$ cat config.mk
export PLATFORM = sky130hd
export DESIGN_NAME = skew_fifo_bank_flat
export DESIGN_NICKNAME = d
export VERILOG_FILES = /design/src/rtl/skew_fifo_bank_if.sv /design/src/rtl/skew_fifo_bank.sv /design/src/flat_wrapper.sv
export SDC_FILE = /design/constraint.sdc
export NUM_CORES = 1
export LEC_CHECK = 0
export BUFFER_PORTS_ARGS = -buffer_cell sky130_fd_sc_hd__buf_2
export CORE_MARGIN = 1.5
export CORE_UTILIZATION = 69
export CTS_BUF_LIST = sky130_fd_sc_hd__clkbuf_4 sky130_fd_sc_hd__clkbuf_8
export DETAILED_ROUTE_END_ITERATION = 10
export PLACE_DENSITY_LB_ADDON = 0.12
export SLEW_MARGIN = 0
export SYNTH_ARGS = -nofsm -noshare
export SYNTH_HDL_FRONTEND = slang
export SYNTH_SLANG_ARGS = --single-unit
$ cat constraint.sdc
create_clock -name clk -period 46 [get_ports clk]
set_input_delay 2.3 -clock clk [delete_from_list [all_inputs] [get_ports clk]]
set_output_delay 2.3 -clock clk [all_outputs]
set_load 0.05 [all_outputs]
$ cat src/rtl/skew_fifo_bank_if.sv
// Handshake and data bundle for skew_fifo_bank.
// master: the producer/consumer side (drives flush, wr_en, din, rd_en).
// slave : the FIFO bank itself (drives dout and the status flags).
// Ports carried: flush, wr_en, din, rd_en, dout, empty, full, almost_full,
//   level, ovf, udf.
interface skew_fifo_bank_if #(
  parameter int LANES  = 4,
  parameter int DWIDTH = 16,
  parameter int DEPTH  = 8
);
  logic                      flush;
  logic                      wr_en;
  logic [LANES*DWIDTH-1:0]   din;
  logic                      rd_en;
  logic [LANES*DWIDTH-1:0]   dout;
  logic                      empty;
  logic                      full;
  logic                      almost_full;
  logic [$clog2(DEPTH):0]    level;
  logic                      ovf;
  logic                      udf;

  modport master (
    output flush, wr_en, din, rd_en,
    input  dout, empty, full, almost_full, level, ovf, udf
  );

  modport slave (
    input  flush, wr_en, din, rd_en,
    output dout, empty, full, almost_full, level, ovf, udf
  );
endinterface

$ cat src/rtl/skew_fifo_bank.sv
// Multi-lane single-clock FIFO bank feeding the systolic array edge.
// All lanes push and pop in lockstep. With SKEW_EN=1, lane i starts out
// holding i zero words, so its user data emerges i pops after lane 0's.
// Ports:
//   clk  - rising-edge clock
//   rstn - asynchronous reset, active high
//   bus  - skew_fifo_bank_if.slave (flush, wr_en, din, rd_en in;
//          dout, empty, full, almost_full, level, ovf, udf out)
module skew_fifo_bank #(
  parameter int LANES    = 4,
  parameter int DWIDTH   = 16,
  parameter int DEPTH    = 8,
  parameter int SKEW_EN  = 1,
  parameter int AF_LEVEL = DEPTH - 4
) (
  input  logic             clk,
  input  logic             rstn,
  skew_fifo_bank_if.slave  bus
);
  localparam int AW     = $clog2(DEPTH);
  localparam int LW     = AW + 1;
  localparam int PMAX   = (LANES - 1) * SKEW_EN;
  // Lane LANES-1 carries the largest prefill, so it fills first.
  localparam int MAXLVL = DEPTH - PMAX;

  logic [DWIDTH-1:0] mem [LANES][DEPTH];
  logic [AW-1:0]     wptr;
  logic [AW-1:0]     rptr;
  logic [LW-1:0]     level;
  logic              ovf;
  logic              udf;
  logic              empty;
  logic              full;
  logic              push_ok;
  logic              pop_ok;

  assign empty   = (level == '0);
  assign full    = (level == LW'(MAXLVL));
  // A pop in the same cycle frees the slot a full push needs.
  assign push_ok = bus.wr_en & (~full | bus.rd_en);
  // No bypass: a push into an empty bank cannot be popped in the same cycle.
  assign pop_ok  = bus.rd_en & ~empty;

  // Clearing the storage is what creates the leading zero words: lane i's
  // write address is offset by i, so slots rptr..rptr+i-1 read back as zero.
  always_ff @(posedge clk or posedge rstn) begin
    if (rstn) begin
      for (int i = 0; i < LANES; i++)
        for (int j = 0; j < DEPTH; j++)
          mem[i][j] <= '0;
      wptr  <= '0;
      rptr  <= '0;
      level <= '0;
      ovf   <= 1'b0;
      udf   <= 1'b0;
    end else if (bus.flush) begin
      for (int i = 0; i < LANES; i++)
        for (int j = 0; j < DEPTH; j++)
          mem[i][j] <= '0;
      wptr  <= '0;
      rptr  <= '0;
      level <= '0;
      ovf   <= 1'b0;
      udf   <= 1'b0;
    end else begin
      if (push_ok) begin
        for (int i = 0; i < LANES; i++)
          mem[i][wptr + AW'(i * SKEW_EN)] <= bus.din[i*DWIDTH +: DWIDTH];
        wptr <= wptr + AW'(1);
      end
      if (pop_ok)
        rptr <= rptr + AW'(1);
      level <= level + LW'(push_ok) - LW'(pop_ok);
      if (bus.wr_en & ~push_ok)
        ovf <= 1'b1;
      if (bus.rd_en & ~pop_ok)
        udf <= 1'b1;
    end
  end

  // First-word fall-through: every lane presents its head combinationally.
  for (genvar g = 0; g < LANES; g++) begin : g_dout
    assign bus.dout[g*DWIDTH +: DWIDTH] = mem[g][rptr];
  end

  assign bus.empty       = empty;
  assign bus.full        = full;
  assign bus.almost_full = (level >= LW'(AF_LEVEL));
  assign bus.level       = level;
  assign bus.ovf         = ovf;
  assign bus.udf         = udf;
endmodule
$ cat src/flat_wrapper.sv
// flat-port wrapper written by rule: the top's interface ports become plain ports
module skew_fifo_bank_flat 
#(
  parameter int LANES    = 4,
  parameter int DWIDTH   = 16,
  parameter int DEPTH    = 8,
  parameter int SKEW_EN  = 1,
  parameter int AF_LEVEL = DEPTH - 4
)
  (clk, rstn, bus_flush, bus_wr_en, bus_din, bus_rd_en, bus_dout, bus_empty, bus_full, bus_almost_full, bus_level, bus_ovf, bus_udf);
  skew_fifo_bank_if #(.LANES(LANES), .DWIDTH(DWIDTH), .DEPTH(DEPTH)) bus_i ();
  input  logic clk;
  input  logic rstn;
  input wire logic [$bits(bus_i.flush)-1:0] bus_flush;
  input wire logic [$bits(bus_i.wr_en)-1:0] bus_wr_en;
  input wire logic [$bits(bus_i.din)-1:0] bus_din;
  input wire logic [$bits(bus_i.rd_en)-1:0] bus_rd_en;
  output wire logic [$bits(bus_i.dout)-1:0] bus_dout;
  output wire logic [$bits(bus_i.empty)-1:0] bus_empty;
  output wire logic [$bits(bus_i.full)-1:0] bus_full;
  output wire logic [$bits(bus_i.almost_full)-1:0] bus_almost_full;
  output wire logic [$bits(bus_i.level)-1:0] bus_level;
  output wire logic [$bits(bus_i.ovf)-1:0] bus_ovf;
  output wire logic [$bits(bus_i.udf)-1:0] bus_udf;
  assign bus_i.flush = bus_flush;
  assign bus_i.wr_en = bus_wr_en;
  assign bus_i.din = bus_din;
  assign bus_i.rd_en = bus_rd_en;
  assign bus_dout = bus_i.dout;
  assign bus_empty = bus_i.empty;
  assign bus_full = bus_i.full;
  assign bus_almost_full = bus_i.almost_full;
  assign bus_level = bus_i.level;
  assign bus_ovf = bus_i.ovf;
  assign bus_udf = bus_i.udf;
  skew_fifo_bank #(.LANES(LANES), .DWIDTH(DWIDTH), .DEPTH(DEPTH), .SKEW_EN(SKEW_EN), .AF_LEVEL(AF_LEVEL)) u_core (.clk(clk), .rstn(rstn), .bus(bus_i));
endmodule
==> impl_metrics.yaml, run 1 <==
synthesis:
  synthesis.nets: 2203
  synth-simple-area-share_pct: 15.3
  synth_area_leaders: "dfrtp_1 (48%), mux2i_1 (19%), nand2b_1 (13%)"
  synth_edf_count: 0
  ys_seq_elements: 524
  synth_top_cell_by_area: "dfrtp_1"
  ys.warnings.count: 0
  netlist_area_um2: 27600
  synth_seq_area_share_pct: 47.5
  async_flop_share_pct: 100
  synth_top_family_by_area: "multiplexers"
  ys_types: 46
  syn_area_per_cell_um2: 13.0
  yosysTopAreaCellShare_pct: 47.5
  synth_compound_area_share_pct: 0.336
  synth_top_flop_cell: "dfrtp_1"
  synthCells: 2124
  synthMuxAreaShare_pct: 31.7
  synthAdderAreaFrac_pct: 0.481
  synth_xor_area_share_pct: 0.349
clocking:
  worst_skew_pair.late_latency_ns: 0.64
  clkSinkCount: 524
  cts_tree: "yes"
  cts_resized: 0
  cts_hold_buf: 0
  h-tree-depth: 3
  cts_root_buf: "clkbuf_8"
  cts_max_path_buffers: 3
  cts_made_buffers: 86
  cts_setup_buffers: 0
  clk_pin_slew_ns: 0.06
sta:
  fin_hold_ws_ns: 0.497
  timing.setup.tns_ns: 0
  max_slew_margin_pct: 23.9
  finalCriticalPeriod_ns: 6.32
  slew_viol_final: 0
  finalHoldViolCount: 0
  max_freq_mhz: 158
  fin_crit_sh_pct: 13.7
  skew_ns: 0.0293
  rsz0062_at_grt: "no"
  setup_violations: 0
  worst_pin_slew_ns: 1.14
setup_path:
  r2r-start: "u_core.wptr[0]"
  ff2ff_setup_slack_ns: 42.47
  cp.required_ns: 43.70
  r2r.worst_path.cells: 5
  worstSetupPathType: "reg -> out"
  end_kind: "output port"
  cp.arrival_ns: 4.02
  crit_fanout: 64
  cp-start-kind: "flip-flop"
  cp-endpoint: "bus_dout[25]"
  regToRegEndpoint: "u_core.mem[379]"
  cp-startpoint: "u_core.rptr[1]"
floorplan:
  die_h_um: 203
  coreArea_um2: 39500
  rows: 73
  dieArea_um2: 41200
  die_w_um: 203
  pin_count: 142
  initial_core_util_pct: 69.7
pwr:
  power-per-cell-area_nw_per_um2: 37.2
  max-vdd-ir-drop_mv: 0.0243
  p_leak_nw: 15.6
  p_total_mw: 1.11
layout:
  fill_cells: 2528
  final_common_cell: "nand2b_1"
  final_core_util_pct: 75.4
  drive_above_1_share_pct: 24.2
  syn_to_final_growth_pct: 8.16
  fin_nets: 2231
  layout_common_cells: "nand2b_1 (576), dfrtp_1 (521), mux2i_1 (512)"
route:
  firstDrtPassIters: 5
  viasPerCell: 6.04
  ant_nets: 0
  drc: 0
  drt-total-wl_mm: 59.4
  drtIter0Drc: 1158
  wire_per_inst_um: 21.7
  vias: 16500
global_route:
  grt_max_degree: 280
  grt_pass1_vias: 17800
  grt_pass1_wl_mm: 96.0
  grt_overflow_total: 0
  track_usage_pct: 29.8
  antenna_found_initial: 5
worst_hold_path:
  hp-class: "reg -> reg"
  hold_path_depth: 2
flow_run:
  maxCapViolCount: 0
placement:
  port_buffers: 141
  gp_congestion: 0.775
  dp_hpwl_mm: 33.9
run_status:
  status: "finished, final reports clean"
## critical path, stage by stage (launching register included)
cell     delay [ns]
dfrtp_4        0.62
buf_4          0.82
buf_4          0.76
mux4_2         0.60
mux2_2         0.30
buf_2          0.22
## sequential cells by signal, indices dropped and copies added, names as in the netlist
signal	flops
u_core.wptr	3
u_core.mem	512
u_core.bus.ovf	1
u_core.rptr	3
u_core.bus.udf	1
u_core.bus.level	4
## layout make-up
| cell class | instances | area, um2 | share of cell area, % |
|---|---|---|---|
| repair buffers | 159 | 863 | 2.89 |
| diodes | 1 | 2.50 | 0.00839 |
| inverters | 14 | 60.1 | 0.201 |
| multi-input cells | 1367 | 13300 | 44.5 |
| flip-flops and latches | 524 | 13100 | 44.0 |
| clock inverters | 13 | 128 | 0.428 |
| well taps | 525 | 657 | 2.20 |
| clock buffers | 136 | 1720 | 5.75 |
## cell families after synthesis
group                    after synthesis
multiplexers                         705
AND/OR/NAND/NOR                      631
flip-flops                           524
buffers and inverters                233
AO/OA/AOI/OAI                         16
adder cells (fa/ha/maj)               10
XOR/XNOR                               5
## synth_stat cells, types with 3 or more instances
cell	count
nand2b_1	576
dfrtp_1	524
mux2i_1	512
mux4_2	128
clkbuf_1	76
buf_1	66
mux2_2	65
buf_4	26
buf_2	25
buf_6	24
inv_1	13
nand4_4	10
ha_1	9
a21oi_1	8
nor2_1	7
nand3_4	6
nor2b_1	5
and3_1	4
o21ai_0	4
and4_1	3
nand4_2	3
## where the power goes
| part | switching [mW] | internal (mW) | leakage (nW) |
|---|---|---|---|
| sequential | 0.0168 | 0.476 | 7.26 |
| clock | 0.184 | 0.247 | 0.966 |
| combinational | 0.112 | 0.0734 | 7.43 |
| total | 0.313 | 0.796 | 15.6 |
## routing by layer
layer | up-vias | global-route usage, % | part of all wire, %
li1 | 7394 | - | -
met1 | 8665 | 40.9 | 44
met2 | 355 | 49.2 | 50
met3 | 108 | 5.18 | 4.3
met4 | 8 | 8.70 | 2.2
met5 | - | 0 | 0.098
## how the worst min path moves through the flow
| stage | end | start | slack [ns] |
|---|---|---|---|
| after floorplan | u_core.mem[356] | u_core.mem[356] | 0.51 |
| after global placement | u_core.bus.udf | u_core.bus.udf | 0.47 |
| after detailed placement | u_core.bus.udf | u_core.bus.udf | 0.48 |
| after CTS | u_core.bus.udf | u_core.bus.udf | 0.50 |
| after global routing | u_core.bus.ovf | u_core.bus.ovf | 0.52 |
| final | u_core.bus.udf | u_core.bus.udf | 0.50 |
## stage by stage
step	worst slack, ns	instances	cell area (um2)
floorplan	29.06	2124	27600
global placement	40.34	2589	28000
detailed placement	40.31	2589	28000
CTS	39.60	2738	29800
global route	39.51	2738	29800
finish	39.68	2739	29800
No activity file was read; power rests on OpenSTA's default activity.
==> run 2, diff against run 1 <==
--- a/config.mk
+++ b/config.mk
@@ -7,7 +7,7 @@
 export LEC_CHECK = 0
 export BUFFER_PORTS_ARGS = -buffer_cell sky130_fd_sc_hd__buf_2
 export CORE_MARGIN = 1.5
-export CORE_UTILIZATION = 69
+export CORE_UTILIZATION = 58
 export CTS_BUF_LIST = sky130_fd_sc_hd__clkbuf_4 sky130_fd_sc_hd__clkbuf_8
 export DETAILED_ROUTE_END_ITERATION = 10
 export PLACE_DENSITY_LB_ADDON = 0.12
==> constraint.sdc (replaced) <==
create_clock -name clk -period 5.6 [get_ports clk]
set_input_delay 0.28 -clock clk [delete_from_list [all_inputs] [get_ports clk]]
set_output_delay 0.28 -clock clk [all_outputs]
set_load 0.05 [all_outputs]
==> run 2 against run 1 <==
Effect of this change: the flow now finishes with violations (design-rule violations); count of clock-buffer cells in the layout is 18 higher; largest cell class unchanged; critical path depth stayed put; non-clock buffer count is 1 lower; routed wire length is 1.5% higher; combinational power grew to 8.5 times the previous value; worst setup slack worse by 38 ns.
==> impl_metrics.yaml, run 2 (synthesis results as in run 1) <==
run_status:
  status: "finished with violations"
  violations: "design-rule violations"
setup_path:
  r2r-start: "u_core.wptr[0]"
  critical_path_depth: 5
  crit_family: "simple AND/OR/NAND/NOR gates"
  cpMaxStageDelayCell: "nand4_1"
  worstPathCellList: "inv_2, ha_1, nor2b_1, nand4_1, mux2i_1"
  end_kind: "flip-flop"
  crit_buf_inv: 1
  r2r.worst_path.cells: 5
  ff2ff_setup_slack_ns: 2.17
  cp-start-kind: "flip-flop"
  crit_fanout: 12
  cp.arrival_ns: 3.98
  cp-startpoint: "u_core.wptr[0]"
  cp.required_ns: 6.14
  cp-endpoint: "u_core.mem[375]"
  worst_path_largest_cell_delay_ns: 1.03
  regToRegEndpoint: "u_core.mem[375]"
  worstSetupPathType: "reg -> reg"
route:
  drt-total-wl_mm: 60.3
  ant_nets: 0
  wire_per_inst_um: 21.3
  vias: 16400
  viasPerCell: 5.81
  drtIter0Drc: 1137
  drc: 7
  firstDrtPassIters: 10
clocking:
  cts_root_buf: "clkbuf_8"
  h-tree-depth: 3
  clk_pin_slew_ns: 0.05
  clkSinkCount: 524
  cts_tree: "yes"
  worst_skew_pair.late_latency_ns: 0.66
  cts_max_path_buffers: 3
  cts_made_buffers: 91
  cts_setup_buffers: 0
  cts_hold_buf: 2
  cts_resized: 0
placement:
  post_dp_cell_area_um2: 28100
  placedCellCount: 2668
  dp_hpwl_mm: 33.4
  gp_congestion: 0.752
  port_buffers: 141
layout:
  drive_above_1_share_pct: 24.3
  layout_common_cells: "nand2b_1 (576), dfrtp_1 (521), mux2i_1 (512)"
  num_antenna_cells: 0
  regMostFlops: "u_core.mem"
  final_cell_area_um2: 30100
  syn_to_final_growth_pct: 9.17
  final_cells: 2827
  top_regs: "u_core.mem x512, u_core.bus.level x4"
  largest_reg_flops: 512
  final_common_cell: "nand2b_1"
  fin_nets: 2235
sta:
  timing.setup.tns_ns: 0
  setup_violations: 0
  fin_crit_sh_pct: 61.3
  finalHoldViolCount: 0
  worst_pin_slew_ns: 1.17
  max_slew_margin_pct: 22.3
  rsz0062_at_grt: "no"
  finalCriticalPeriod_ns: 3.43
  skew_ns: 0.0148
  max_freq_mhz: 291
  slew_viol_final: 0
floorplan:
  dieArea_um2: 48900
  coreArea_um2: 46800
  rows: 79
  die_h_um: 221
  pin_count: 142
  die_w_um: 221
  initial_core_util_pct: 59.0
global_route:
  grt_util_met1_pct: 36.5
  grtUsageMet2_pct: 39.5
  grt_max_degree: 224
  grt_overflow_total: 0
  antenna_found_initial: 1
  grt_pass1_vias: 17600
  grtUsageMet3_pct: 3.90
  grt_pass1_wl_mm: 97.9
  grt.busiest_layer: "met2"
  track_usage_pct: 25.2
pwr:
  power-per-cell-area_nw_per_um2: 309
  p_leak_nw: 15.7
  max-vdd-ir-drop_mv: 0.271
flow_run:
  maxCapViolCount: 0
worst_hold_path:
  hp-class: "in -> reg"
==> run 2: changes by cell type in the layout (fill, tap and decap cells not counted), sizes merged, moves of 2 or more <==
| cell | before | now |
|---|---|---|
| dlygate4sd3 | 0 | 2 |
| buf | 159 | 156 |
| clkinv | 6 | 2 |
| clkbuf | 136 | 154 |
| clkinvlp | 5 | 1 |
==> run 2: worst min path at each step <==
stage / startpoint / end / slack [ns] / cells after the start
3_5_place_dp: rstn / u_core.bus.udf / 0.23 / 2
4_1_cts: bus_din[37] / u_core.mem[213] / 0.03 / 3
5_1_grt: bus_din[39] / u_core.mem[135] / 0.08 / 3
6_report: bus_din[33] / u_core.mem[145] / 0.08 / 3
3_3_place_gp: rstn / u_core.bus.udf / 0.23 / 2
2_1_floorplan: bus_rd_en / u_core.bus.udf / 0.43 / 2
==> run 2: where the power goes <==
part / internal, mW / switching [mW]
Clock: 2.17 / 1.53
Sequential: 3.91 / 0.112
Combinational: 0.615 / 0.958
Total: 6.70 / 2.60
==> run 2: stage by stage <==
step	setup WS (ns)	hold slack, ns	util, %	power, mW
4_1_cts	2.11	0.0253	64.4	9.42
3_3_place_gp	2.28	0.234	60.2	5.65
3_5_place_dp	2.15	0.233	60.2	5.68
5_1_grt	1.98	0.0850	64.4	9.72
2_1_floorplan	-1.80	0.430	-	5.36
6_report	2.17	0.0818	64.4	9.30
==> run 2: area by class of cell <==
| cell class | instances | area, um2 |
|---|---|---|
| tap | 607 | 759 |
| multi-input combinational | 1367 | 13300 |
| sequential | 524 | 13100 |
| inverter | 14 | 56.3 |
| clock buffer | 154 | 1910 |
| clock inverter | 3 | 40.0 |
| timing repair buffer | 158 | 936 |
| fill | 3556 | 16600 |
==> run 2: worst reg2reg max path, delay by kind of cell, from the launching register on <==
kind / cells / cell delay [ns]
and+or+nand+nor: 2 / 1.56
muxes: 1 / 0.46
adders and majority gates: 1 / 0.40
buffers and inverters: 1 / 0.22
DFF: 1 / 0.69
==> run 2: per-layer routing <==
layer	up-vias	share of wire, %	routed length, um
met5	-	0.018	11
met2	342	47	28600
met1	8593	47	28200
met4	2	2.0	1180
li1	7397	-	-
met3	90	4.0	2390
==> run 3, diff against run 2 <==
--- a/config.mk
+++ b/config.mk
@@ -5,9 +5,10 @@
 export SDC_FILE = /design/constraint.sdc
 export NUM_CORES = 1
 export LEC_CHECK = 0
+export ABC_AREA = 1
 export BUFFER_PORTS_ARGS = -buffer_cell sky130_fd_sc_hd__buf_2
 export CORE_MARGIN = 1.5
-export CORE_UTILIZATION = 58
+export CORE_UTILIZATION = 64
 export CTS_BUF_LIST = sky130_fd_sc_hd__clkbuf_4 sky130_fd_sc_hd__clkbuf_8
 export DETAILED_ROUTE_END_ITERATION = 10
 export PLACE_DENSITY_LB_ADDON = 0.12
==> constraint.sdc (replaced) <==
create_clock -name clk -period 3.6 [get_ports clk]
set_input_delay 0.18 -clock clk [delete_from_list [all_inputs] [get_ports clk]]
set_output_delay 0.18 -clock clk [all_outputs]
set_load 0.05 [all_outputs]
==> run 3 against run 2 <==
Effect of this change: die area decreased by 16%; the run now ends clean; global-route usage increased by 12 points; final cell count increased by 45%; largest power group unchanged; sequential share of layout area increased by 2.1 points; worst hold slack got worse by 0.056 ns; count of clock-buffer cells in the layout decreased by 9; clock skew decreased by 0.00064 ns.
==> impl_metrics.yaml, run 3 <==
pwr:
  p_leak_nw: 15.9
  power-per-cell-area_nw_per_um2: 610
  p_total_mw: 17.5
  max-vdd-ir-drop_mv: 0.432
route:
  firstDrtPassIters: 6
  ant_nets: 0
  drtIter0Drc: 3039
  vias: 24200
  drc: 0
  drt-total-wl_mm: 75.8
  wire_per_inst_um: 18.5
  viasPerCell: 5.89
setup_path:
  r2r.worst_path.cells: 7
  cp-endpoint: "bus_dout[60]"
  cp-startpoint: "u_core.rptr[0]"
  crit_fanout: 66
  cp.required_ns: 3.42
  r2r-start: "u_core.wptr[0]"
  cp.arrival_ns: 3.14
  ff2ff_setup_slack_ns: 0.76
  end_kind: "output port"
  regToRegEndpoint: "u_core.mem[10]"
  cp-start-kind: "flip-flop"
  worstSetupPathType: "reg -> out"
layout:
  seq_area_um2: 13100
  layout_common_cells: "nand2_1 (1459), dfrtp_1 (521), o21ai_0 (326)"
  fin_nets: 3596
  final_common_cell: "nand2_1"
  top_regs: "u_core.mem x512, u_core.bus.level x4"
  largest_reg_flops: 512
  syn_to_final_growth_pct: 13.1
  fill_cells: 3055
  drive_above_1_share_pct: 10.6
  multi_input_area_um2: 10700
  regMostFlops: "u_core.mem"
flow_run:
  maxCapViolCount: 0
synthesis:
  synthAdderAreaFrac_pct: 0.523
  yosysTopAreaCellShare_pct: 51.7
  synth_compound_area_share_pct: 9.95
  synth_xor_area_share_pct: 0.0691
  synthesis.nets: 3483
  synth_area_leaders: "dfrtp_1 (52%), nand2_1 (22%), o21ai_0 (6.4%)"
  ys_types: 29
  synthTopCellsByCount: "nand2_1 (1459), dfrtp_1 (524), o21ai_0 (326)"
  ys_seq_elements: 524
  async_flop_share_pct: 100
  synth_edf_count: 0
  synthCells: 3404
  netlist_area_um2: 25400
  syn_area_per_cell_um2: 7.45
  synth_top_cell_by_area: "dfrtp_1"
  synth_top_flop_cell: "dfrtp_1"
  synth-simple-area-share_pct: 31.6
  synth_top_family_by_area: "simple AND/OR/NAND/NOR gates"
  synthMuxAreaShare_pct: 0
  synth_seq_area_share_pct: 51.7
  synth_most_common_cell: "nand2_1"
  ys.warnings.count: 0
clocking:
  cts_made_buffers: 87
  cts_root_buf: "clkbuf_8"
  cts_max_path_buffers: 3
  cts_resized: 0
  cts_tree: "yes"
  h-tree-depth: 3
  clk_pin_slew_ns: 0.06
  cts_setup_buffers: 0
  worst_skew_pair.late_latency_ns: 0.64
  clkSinkCount: 524
global_route:
  grt_max_degree: 148
  antenna_found_initial: 1
  grt_overflow_total: 0
  grt_pass1_vias: 23500
  grt_pass1_wl_mm: 121
  track_usage_pct: 37.2
floorplan:
  rows: 72
  pin_count: 142
  die_w_um: 202
  initial_core_util_pct: 65.2
  coreArea_um2: 38900
  die_h_um: 202
  dieArea_um2: 40800
sta:
  max_freq_mhz: 301
  worst_pin_slew_ns: 1.05
  setup_slack_ns: 0.281
  skew_ns: 0.0141
  slew_viol_final: 0
  setup_violations: 0
  fin_crit_sh_pct: 92.2
  rsz0062_at_grt: "no"
  finalCriticalPeriod_ns: 3.32
  max_slew_margin_pct: 29.8
  finalHoldViolCount: 0
placement:
  dp_slack_ns: 0.839
  dp_hpwl_mm: 40.8
  port_buffers: 141
  gp_congestion: 0.845
worst_hold_path:
  hp-class: "in -> reg"
  hold_path_depth: 5
run_status:
  status: "finished, final reports clean"
## run 3: changes by cell type in the layout (fill, tap and decap cells not counted), sizes merged, moves of 111 or more
cell / delta
inv: +147
mux2i: -512
mux4: -128
nand2: +1471
nand2b: -576
nand3: +206
nor2: +303
o21ai: +324
o22ai: +111
## run 3: final cells by class
class	instances	area share (%)
Timing Repair Buffer	241	6.05
Clock buffer	145	6.32
Antenna cell	1	0.00872
Inverter	160	2.15
Clock inverter	10	0.196
Tap cell	518	2.26
Multi-Input combinational cell	2503	37.3
Sequential cell	524	45.7
## run 3: what timing repair did
item,4_1_cts,5_1_grt
setup endpoints to repair,0,0
endpoints found under the hold margin,700,0
hold buffers,57,0
## run 3: metrics by stage
step / area [um2] / hold WS, ns / std cells / setup TNS [ns] / utilization, %
floorplan: 25400 / 0.376 / 3404 / -1938.89 / -
global placement: 26300 / 0.448 / 3889 / 0 / 67.5
detailed placement: 26300 / 0.453 / 3889 / 0 / 67.5
CTS: 28700 / 0.000290 / 4101 / 0 / 73.7
global route: 28700 / 0.0328 / 4102 / 0 / 73.7
finish: 28700 / 0.0262 / 4102 / 0 / 73.7
## run 3: kinds of logic after synthesis
group,Yosys count
buffers and inverters,377
AOI/OAI and AO/OA,476
DFF,524
and+or+nand+nor,2015
adders and majority gates,10
xor gates and xnor gates,2
## run 3: worst max-delay path, cell delays in order, from the launching register on
cell and delay (ns):
dfrtp_4 0.80, buf_4 0.66, o21ai_0 0.21, o22ai_1 0.32
nand2_1 0.10, nand2_1 0.07, buf_2 0.26
## run 3: per-layer routing
metal	routed length, um	global-route usage (%)	vias to the layer above	share of wire (%)
li1	-	-	11000	-
met1	29900	51.3	11500	39
met2	35000	58.7	1498	46
met3	8410	6.53	201	11
met4	2500	15.4	0	3.3
met5	0	0	-	0
## run 3: worst min path at each step
stage	start	to
5_1_grt	bus_din[26]	u_core.mem[266]
3_3_place_gp	u_core.mem[342]	u_core.mem[342]
2_1_floorplan	bus_din[34]	u_core.mem[146]
4_1_cts	bus_din[12]	u_core.mem[412]
3_5_place_dp	u_core.mem[36]	u_core.mem[36]
6_report	bus_din[26]	u_core.mem[266]
## run 3: power by group
part / switching, mW / total [mW] / internal, mW
Clock: 2.38 / 5.55 / 3.16
Combinational: 4.17 / 5.56 / 1.39
Sequential: 0.220 / 6.38 / 6.16
Total: 6.77 / 17.5 / 10.7
